`config.mk`:
```
export PLATFORM = sky130hd
export DESIGN_NAME = p23_div_responder
export DESIGN_NICKNAME = d
export VERILOG_FILES = /design/src/rtl/p23_div_responder.sv
export SDC_FILE = /design/constraint.sdc
export NUM_CORES = 1
export LEC_CHECK = 0
export ABC_CLOCK_PERIOD_IN_PS = 4500
export BUFFER_PORTS_ARGS = -buffer_cell sky130_fd_sc_hd__buf_2
export CORE_ASPECT_RATIO = 0.8
export CORE_MARGIN = 5
export CORE_UTILIZATION = 47
export DETAILED_ROUTE_END_ITERATION = 8
export PLACE_DENSITY = 0.72
export SLEW_MARGIN = 20
export SYNTH_ARGS = -nofsm -noshare
export SYNTH_HDL_FRONTEND = slang
export SYNTH_SLANG_ARGS = --single-unit
```
`constraint.sdc`:
```
create_clock -name clk -period 4.5 [get_ports clk]
set_clock_uncertainty 0.05 [all_clocks]
set_input_delay 0.675 -clock clk [delete_from_list [all_inputs] [get_ports clk]]
set_output_delay 0.675 -clock clk [all_outputs]
set_load 0.02 [all_outputs]
```
`src/rtl/p23_div_responder.sv`:
```
// Multicycle radix-2 restoring divider answering the core's div_valid/div_ready handshake
// for DIV/DIVU/REM/REMU. Divide-by-zero and signed overflow resolve without iterating.
module p23_div_responder #(
  parameter int WIDTH = 32
) (
  input  logic             clk,
  input  logic             resetn,
  input  logic             div_valid,
  input  logic [1:0]       div_op,
  input  logic [WIDTH-1:0] dividend,
  input  logic [WIDTH-1:0] divisor,
  output logic             div_ready,
  output logic [WIDTH-1:0] div_result,
  output logic             div_busy
);

  // state   | meaning
  // S_IDLE  | waiting for a request; operands and op sampled here only
  // S_CALC  | one quotient bit per cycle, counter runs WIDTH..1
  // S_READY | result settled; div_ready pulses on leaving this state
  // S_DRAIN | waiting for the requester to drop div_valid
  typedef enum logic [1:0] {S_IDLE, S_CALC, S_READY, S_DRAIN} state_t;

  localparam int CW = $clog2(WIDTH + 1);

  state_t state, state_nxt;

  logic             op_rem, q_neg, r_neg;
  logic [WIDTH:0]   rem;
  logic [WIDTH-1:0] quo, dvsr;
  logic [CW-1:0]    count;

  logic             load, fast, step;
  logic             signed_op, a_neg, b_neg, div_zero, overflow;
  logic [WIDTH-1:0] abs_a, abs_b, fast_val, final_val;
  logic [WIDTH:0]   shifted, rem_nxt;
  logic [WIDTH+1:0] trial;
  logic [WIDTH-1:0] quo_nxt;
  logic             borrow;
  logic             unused_bits;

  assign signed_op = ~div_op[0];
  assign a_neg     = signed_op & dividend[WIDTH-1];
  assign b_neg     = signed_op & divisor[WIDTH-1];
  assign abs_a     = a_neg ? -dividend : dividend;
  assign abs_b     = b_neg ? -divisor : divisor;
  assign div_zero  = (divisor == '0);
  assign overflow  = signed_op && (dividend == {1'b1, {(WIDTH-1){1'b0}}}) && (divisor == '1);

  always_comb begin
    fast_val = '0;
    if (div_zero) fast_val = div_op[1] ? dividend : '1;
    else if (!div_op[1]) fast_val = {1'b1, {(WIDTH-1){1'b0}}};
  end

  // Trial subtract on a WIDTH+1 bit partial remainder; the extra top bit is the borrow.
  assign shifted   = {rem[WIDTH-1:0], quo[WIDTH-1]};
  assign trial     = {1'b0, shifted} - {2'b00, dvsr};
  assign borrow    = trial[WIDTH+1];
  assign rem_nxt   = borrow ? shifted : trial[WIDTH:0];
  assign quo_nxt   = {quo[WIDTH-2:0], ~borrow};
  assign final_val = op_rem ? (r_neg ? -rem_nxt[WIDTH-1:0] : rem_nxt[WIDTH-1:0])
                            : (q_neg ? -quo_nxt : quo_nxt);
  assign unused_bits = rem[WIDTH] ^ rem_nxt[WIDTH];

  always_ff @(posedge clk or negedge resetn) begin
    if (!resetn) state <= S_IDLE;
    else         state <= state_nxt;
  end

  always_comb begin
    state_nxt = state;
    load      = 1'b0;
    fast      = 1'b0;
    step      = 1'b0;
    case (state)
      S_IDLE: begin
        if (div_valid) begin
          if (div_zero || overflow) begin
            fast      = 1'b1;
            state_nxt = S_READY;
          end else begin
            load      = 1'b1;
            state_nxt = S_CALC;
          end
        end
      end
      S_CALC: begin
        if (!div_valid) begin
          state_nxt = S_IDLE;
        end else begin
          step = 1'b1;
          if (count == CW'(1)) state_nxt = S_READY;
        end
      end
      S_READY: state_nxt = S_DRAIN;
      S_DRAIN: if (!div_valid) state_nxt = S_IDLE;
      default: state_nxt = S_IDLE;
    endcase
  end

  always_ff @(posedge clk or negedge resetn) begin
    if (!resetn) begin
      op_rem     <= 1'b0;
      q_neg      <= 1'b0;
      r_neg      <= 1'b0;
      rem        <= '0;
      quo        <= '0;
      dvsr       <= '0;
      count      <= '0;
      div_result <= '0;
      div_ready  <= 1'b0;
    end else begin
      div_ready <= (state == S_READY);
      if (load) begin
        op_rem <= div_op[1];
        q_neg  <= a_neg ^ b_neg;
        r_neg  <= a_neg;
        rem    <= '0;
        quo    <= abs_a;
        dvsr   <= abs_b;
        count  <= CW'(WIDTH);
      end
      if (fast) div_result <= fast_val;
      if (step) begin
        rem   <= rem_nxt;
        quo   <= quo_nxt;
        count <= count - 1'b1;
        if (count == CW'(1)) div_result <= final_val;
      end
    end
  end

  assign div_busy = (state != S_IDLE);

endmodule

```
-- Yosys cells after proc, flatten, opt, wreduce, memory -nomap -nowiden
Index checks and enable logic that the tools add are counted.
- bits in writable memories: 0
- register bits after elaboration: 140
- memories kept: 0
- logic and storage cells: 70
- input bits: 69
- bits in read-only memories: 0
- latch bits: 0
- output and inout port bits: 34
- multiply operators: 0
- divide/modulo/power cells: 0
- reduce and logical (&&, ||, !) cells: 8
- $add $sub $neg: 6
- bitwise logic cells: 5
- muxes and demuxes: 32
- order comparisons: 0
- shift operators: 0
- equal/unequal tests: 9
- operators by type and width (operator ; count):
    32-bit two-way mux ; 16
    32-bit negation ; 4
    32-bit == test, second input constant ; 2
    33-bit by 32-bit subtractor with 34-bit output ; 1
    32-bit logical NOT ; 1
    6-bit two-way mux ; 2
    2-bit two-way mux ; 5
    1-bit two-way mux ; 8
    2-bit case mux with 4 select lines ; 1
    6-bit by 1-bit == test with 1-bit output, second input constant ; 1
    6-bit by 1-bit subtractor with 6-bit output, second input constant ; 1
    2-bit == test, second input constant ; 2
    2-bit inequality test, second input constant ; 2
    2-bit nonzero test ; 2
    3-bit inequality test, second input constant ; 1
    3-bit AND reduction ; 1
    1-bit AND ; 2
    2-bit by 1-bit == test with 1-bit output, second input constant ; 1
    1-bit logical AND ; 2
    2-bit logical NOT ; 1
    1-bit NOT ; 2
    1-bit logical OR ; 1
    1-bit bitwise XOR ; 1

-- Logic depth before layout (Yosys ltp)
- word-level depth: 10
- mapped depth: 24
- depth with buffers taken out: 19

-- Worst setup path after synthesis
No wires, ideal clock.
- kind: reg2reg
- start: register rem[25]
- end: register div_result[26]
- stages on the path, launching flop included: 21
- path slack: -0.341 ns
- clock period less this slack: 4.841 ns
- path buffers: 4
- arrival: 4.654 ns
- setup time: 0.137 ns
- required time: 4.313 ns
- cells stage by stage: dfrtp_1 > ha_1 > a21oi_1 > o21ai_1 > a2111oi_2 > o21a_1 > buf_2 > nand2_8 > inv_4 > buf_6 > clkbuf_1 > clkbuf_1 > mux2i_1 > ha_1 > nand2_1 > nor4_1 > a31oi_1 > or3_1 > or3_1 > a31oi_1 > a21oi_1
- longest elaborated chain between the ends: 7
- elaborated cells between the ends (all ways): 10
- those cells by class: add/sub: 3; mux: 6; bitwise: 1
- ends and longest elaborated chain (element ; RTL line ; text):
    start, declared ; 29 ; logic [WIDTH:0] rem;
    start signal, assigned ; 126 ; rem <= rem_nxt;
    33-bit by 32-bit subtractor with 34-bit output ; 58 ; assign trial = {1'b0, shifted} - {2'b00, dvsr};
    32-bit two-way mux / 1-bit NOT (equally long branches) ; 60, 61 ;
    32-bit negation, on equally long branches ; 62, 63 ;
    32-bit two-way mux, on equally long branches ; 62, 63 ;
    32-bit two-way mux * ; 62 ; assign final_val = op_rem ? (r_neg ? -rem_nxt[WIDTH-1:0] : rem_nxt[WIDTH-1:0])
    32-bit two-way mux * ; 129 ; if (count == CW'(1)) div_result <= final_val;
    32-bit two-way mux * ; 125 ; if (step) begin
    end signal, assigned ; 124 ; if (fast) div_result <= fast_val;
    end signal, assigned ; 129 ;
    end, declared ; 13 ; output logic [WIDTH-1:0] div_result,
Mark *: on every way between the ends. The rest lies on a longest branch, timed or not.
A chain may end at the register's enable or synchronous reset.

-- Worst setup path in the final report
- start: register quo[31]
- end: register div_result[25]
- longest elaborated chain between the ends: 7
- elaborated cells between the ends (all ways): 10
- those cells by class: add/sub: 3; mux: 6; bitwise: 1
- ends and longest elaborated chain (element ; RTL line ; text):
    start, declared ; 30 ; logic [WIDTH-1:0] quo, dvsr;
    start signal, assigned ; 120 ; quo <= abs_a;
    start signal, assigned ; 127 ; quo <= quo_nxt;
    33-bit by 32-bit subtractor with 34-bit output ; 58 ;
    32-bit two-way mux / 1-bit NOT (equally long branches) ; 60, 61 ;
    32-bit negation, on equally long branches ; 62, 63 ;
    32-bit two-way mux, on equally long branches ; 62, 63 ;
    32-bit two-way mux * ; 62 ;
    32-bit two-way mux * ; 129 ;
    32-bit two-way mux * ; 125 ;
Marked as above.

==> impl_summary.log <==
[metrics] run status: finished, final reports clean
[metrics] relative max-transition margin: 30.63%
[metrics] worst path arrival time: 4.78 ns
[metrics] leakage: 5.678 nW
[metrics] CP required: 4.81 ns
[metrics] critical path start-end classification: flip-flop to flip-flop
[metrics] setup repair after global routing missed its margin: yes
[metrics] flop2flop setup slack: 0.03 ns
[metrics] Clock Power Share: 15.2%
[metrics] count of max-cap constraint violations: 0
[metrics] netlist area before placement: 0.01203 mm^2
[metrics] vias in the first global route: 11,850
[metrics] # setup viols final: 0
[metrics] Post-synth EDFFs: 0
[metrics] fraction of final layout cells sized beyond drive strength 1: 16.20%
[metrics] sequential element share of the synthesized area: 29.12%
[metrics] drt initial violations: 1,488
[metrics] clock period minus final worst setup slack: 4.468 ns
[metrics] gate family responsible for the most delay along the worst path: compound AO/OA/AOI/OAI gates
[metrics] initial core utilization: 47.66%
[metrics] post-synthesis to final-layout area growth: 15.67%
[metrics] category of the worst setup path launch point: flip-flop
[metrics] mean area per synthesized cell: 7.842 um^2
[metrics] cell count after synthesis: 1,534
[metrics] total gr overflow: 0
[metrics] placer congestion estimate: 1.007
[metrics] Die ar.: 0.02892 mm^2
[metrics] core outline area: 0.02524 mm^2
[metrics] Vias/cell: 6.453
[metrics] most used cells in the layout excluding fill and tap cells: sky130_fd_sc_hd__nand2_1 (165), sky130_fd_sc_hd__o21ai_0 (165), sky130_fd_sc_hd__dfrtp_1 (138)
[metrics] Ports: 103
[metrics] cts hold-fix bufs: 0
[metrics] register cell area after layout: 0.003506 mm^2
[metrics] wire length of the first global-routing pass: 67,660 um
[metrics] first drt pass iteration count: 6
[metrics] Residual DRC: 0
[metrics] buffering stage count on the worst path with inverters included: 3
[metrics] Worst setup EP type: flip-flop
[metrics] half-perimeter wire length after detailed placement: 32,590 um
[metrics] TritonCTS Sinks: 140
[metrics] pin count of the biggest net entering global routing: 91
[metrics] switching share of total power: 49.64%
[metrics] area of the multi-input gates: 0.008123 mm^2
[metrics] H-Tree Depth: 4
[metrics] Critical Path Fanout Max: 5
[metrics] sequential share of power: 22.8%
[metrics] slew at the pin with the worst max-slew slack: 1.041 ns
[metrics] maximum buffer depth of the clock tree: 2
[metrics] switching power of the nets: 4.791 mW
[metrics] antenna violations before repair: 0
[metrics] # diodes: 0
[metrics] setup ws final: 0.03198 ns
[metrics] worst skew pair latency: 0.44 ns
[metrics] total of fill cells in the finished design: 2,349
[metrics] clock slew at reported path FFs: 0.07 ns
[metrics] library cell used as clock root buffer: sky130_fd_sc_hd__clkbuf_16
[metrics] Setup Slack @ Placement: -0.1877 ns
[metrics] CP max stage cell: sky130_fd_sc_hd__or4_1
[metrics] total wire length after detailed routing: 43,120 um
[metrics] register bit total from synthesis: 140
[metrics] final core area utilization: 55.12%
[metrics] Wirelength per Cell: 21.93 um
[metrics] critical path's most frequent cell: sky130_fd_sc_hd__inv_1
[metrics] min-delay worst type: primary input to asynchronous set/reset pin
[metrics] dominant register cell in the synthesized netlist: sky130_fd_sc_hd__dfrtp_1
[metrics] total CTS buffers: 17
[metrics] cells traversed along the worst timing path: inv_1 -> ha_1 -> inv_1 -> fa_2 -> a211oi_4 -> o21ai_2 -> a211oi_2 -> buf_4 -> o21ai_1 -> xor2_2 -> or4_1 -> a2111o_1 -> o41ai_2 -> xor2_1 -> a21oi_2 -> a21oi_1
[metrics] slowest cell delay on critical path: 0.55 ns
[metrics] Post-DRT Antenna Nets: 0
[metrics] final cycle utilization of the critical path: 99.29%
[metrics] clock tree from TritonCTS: yes
[metrics] via count: 12,690
[metrics] proportion of synthesized flip-flops having asynchronous set or reset: 100.0%
[metrics] final hold violation count: 0
[metrics] cell internal pwr: 4.862 mW
[metrics] VDD IR max: 0.0004168 V
[metrics] Net Count, Synth: 1,643
[metrics] GRT Util Overall: 29.25%
[metrics] combinational fraction of design power: 62.1%
[metrics] PD cells: 693.7 mW/mm^2
[metrics] count of yosys warnings during synthesis: 0
[metrics] total number of nets in the final design: 1,738
[metrics] post-synthesis cell type count: 92
[metrics] count of input and output buffers: 102
[metrics] highest attainable clock frequency: 223.8 MHz
[metrics] count of standard-cell rows: 52
[metrics] Die Wd: 188.9 um
[metrics] Final Max Tran Viols: 0
[metrics] Die H: 153.1 um
-- worst paths after layout --
check                      startpoint             end  cells after the start
max in group asynchronous      resetn  div_result[16]                      2
min                            resetn        dvsr[29]                      1
min reg2reg                  dvsr[29]        dvsr[29]                      2
max reg2reg                   quo[31]  div_result[25]                     16
max                           quo[31]  div_result[25]                     16
min in group clk             dvsr[29]        dvsr[29]                      2
-- power groups by stage --
stage               Combinational [mW]  Sequential [mW]  Clock, mW
CTS                               5.68             2.17       1.47
floorplan                         3.77             2.18          0
global placement                  5.57             2.17          0
detailed placement                5.61             2.18          0
global route                      6.47             2.25       1.54
finish                            5.99             2.20       1.46
-- per-layer routing --
metal  wire (um)  share of wire [%]  GRT usage [%]  vias up
met5           0                  0              0        -
met4         758                1.8          7.145        0
met3        4925                 11          8.618       63
met2       18340                 43          42.58      670
met1       19100                 44          42.77     6107
li1            -                  -              -     5846
-- per-stage QoR --
step | cells | hold slack (ns) | cell area (um^2) | power, mW | TNS (ns)
after floorplan | 1534 | 0.3294 | 12060 | 5.952 | 0
after global placement | 1929 | 0.4127 | 13090 | 7.744 | -0.1618
after detailed placement | 1929 | 0.4267 | 13090 | 7.787 | -0.2172
after CTS | 1964 | 0.2829 | 13710 | 9.318 | -0.008823
after global routing | 1966 | 0.2724 | 13920 | 10.25 | -0.1606
final | 1966 | 0.2124 | 13920 | 9.653 | 0
-- synthesized netlist by cell type, types with 8 or more instances --
cell	n	area [um^2]
sky130_fd_sc_hd__xor2_1	65	569.3
sky130_fd_sc_hd__or4_1	18	135.1
sky130_fd_sc_hd__xnor2_1	59	516.8
sky130_fd_sc_hd__clkbuf_1	65	244.0
sky130_fd_sc_hd__inv_1	56	210.2
sky130_fd_sc_hd__nand4_1	30	187.7
sky130_fd_sc_hd__a21oi_1	100	500.5
sky130_fd_sc_hd__a32oi_1	17	148.9
sky130_fd_sc_hd__o211ai_1	12	90.09
sky130_fd_sc_hd__nand2b_1	37	231.5
sky130_fd_sc_hd__a31oi_1	20	125.1
sky130_fd_sc_hd__a21boi_0	10	75.07
sky130_fd_sc_hd__nand3_1	50	250.2
sky130_fd_sc_hd__buf_2	15	75.07
sky130_fd_sc_hd__o41ai_1	16	140.1
sky130_fd_sc_hd__o21ai_0	166	830.8
sky130_fd_sc_hd__mux2i_1	20	200.2
sky130_fd_sc_hd__nor2_1	110	412.9
sky130_fd_sc_hd__o21ai_1	14	70.07
sky130_fd_sc_hd__ha_1	39	488.0
sky130_fd_sc_hd__a21o_1	9	67.56
sky130_fd_sc_hd__a221oi_1	8	70.07
sky130_fd_sc_hd__dfrtp_1	140	3503
sky130_fd_sc_hd__and2_1	8	50.05
sky130_fd_sc_hd__nand2_1	166	623.1
sky130_fd_sc_hd__a211oi_1	16	120.1
sky130_fd_sc_hd__or3_1	18	112.6
sky130_fd_sc_hd__nor3_1	55	275.3
sky130_fd_sc_hd__nor2b_1	9	56.30
sky130_fd_sc_hd__nor4_1	15	93.84
sky130_fd_sc_hd__o31ai_1	21	157.7
sky130_fd_sc_hd__a221o_1	17	170.2
sky130_fd_sc_hd__o21a_1	13	97.59
-- layout make-up --
cell class	count	area share [%]
clock buffers	22	3.264
clock inverters	10	1.007
inverters	58	1.582
multi-input cells	1245	58.37
flip-flops and latches	140	25.19
well taps	324	2.913
repair buffers	167	7.669
-- state kept, by name, indices dropped and copies added, names as in the netlist --
signal / count
count: 6
div_ready: 1
div_result: 32
dvsr: 32
op_rem: 1
q_neg: 1
quo: 32
r_neg: 1
rem: 32
state: 2
-- worst reg2reg max path, cell delays in order (launching register included) --
cell and delay, ns:
sky130_fd_sc_hd__dfrtp_2 0.45, sky130_fd_sc_hd__inv_1 0.07, sky130_fd_sc_hd__ha_1 0.18, sky130_fd_sc_hd__inv_1 0.07, sky130_fd_sc_hd__fa_2 0.38, sky130_fd_sc_hd__a211oi_4 0.31, sky130_fd_sc_hd__o21ai_2 0.15, sky130_fd_sc_hd__a211oi_2 0.25
sky130_fd_sc_hd__buf_4 0.16, sky130_fd_sc_hd__o21ai_1 0.12, sky130_fd_sc_hd__xor2_2 0.22, sky130_fd_sc_hd__or4_1 0.55, sky130_fd_sc_hd__a2111o_1 0.47, sky130_fd_sc_hd__o41ai_2 0.41, sky130_fd_sc_hd__xor2_1 0.26, sky130_fd_sc_hd__a21oi_2 0.13
sky130_fd_sc_hd__a21oi_1 0.17
-- repair_timing --
action / in CTS / in global routing
gates resized for setup: 0 / 39
buffers inserted: 3 / 2
setup endpoints to repair: 3 / 15
endpoints found under the hold margin: 0 / 0
gates cloned: 0 / 0
pin swaps: 2 / 8
-- cells by family after synthesis --
| group | count (synthesis) | share of synthesized area (%) |
|---|---|---|
| buffers and inverters | 149 | 5.231 |
| DFF | 140 | 29.12 |
| and+or+nand+nor | 558 | 23.13 |
| xor gates and xnor gates | 124 | 9.028 |
| adders and majority gates | 40 | 4.223 |
| muxes | 21 | 1.758 |
| AOI/OAI and AO/OA | 502 | 27.51 |
Note: power is estimated with default switching activity, not from simulation.
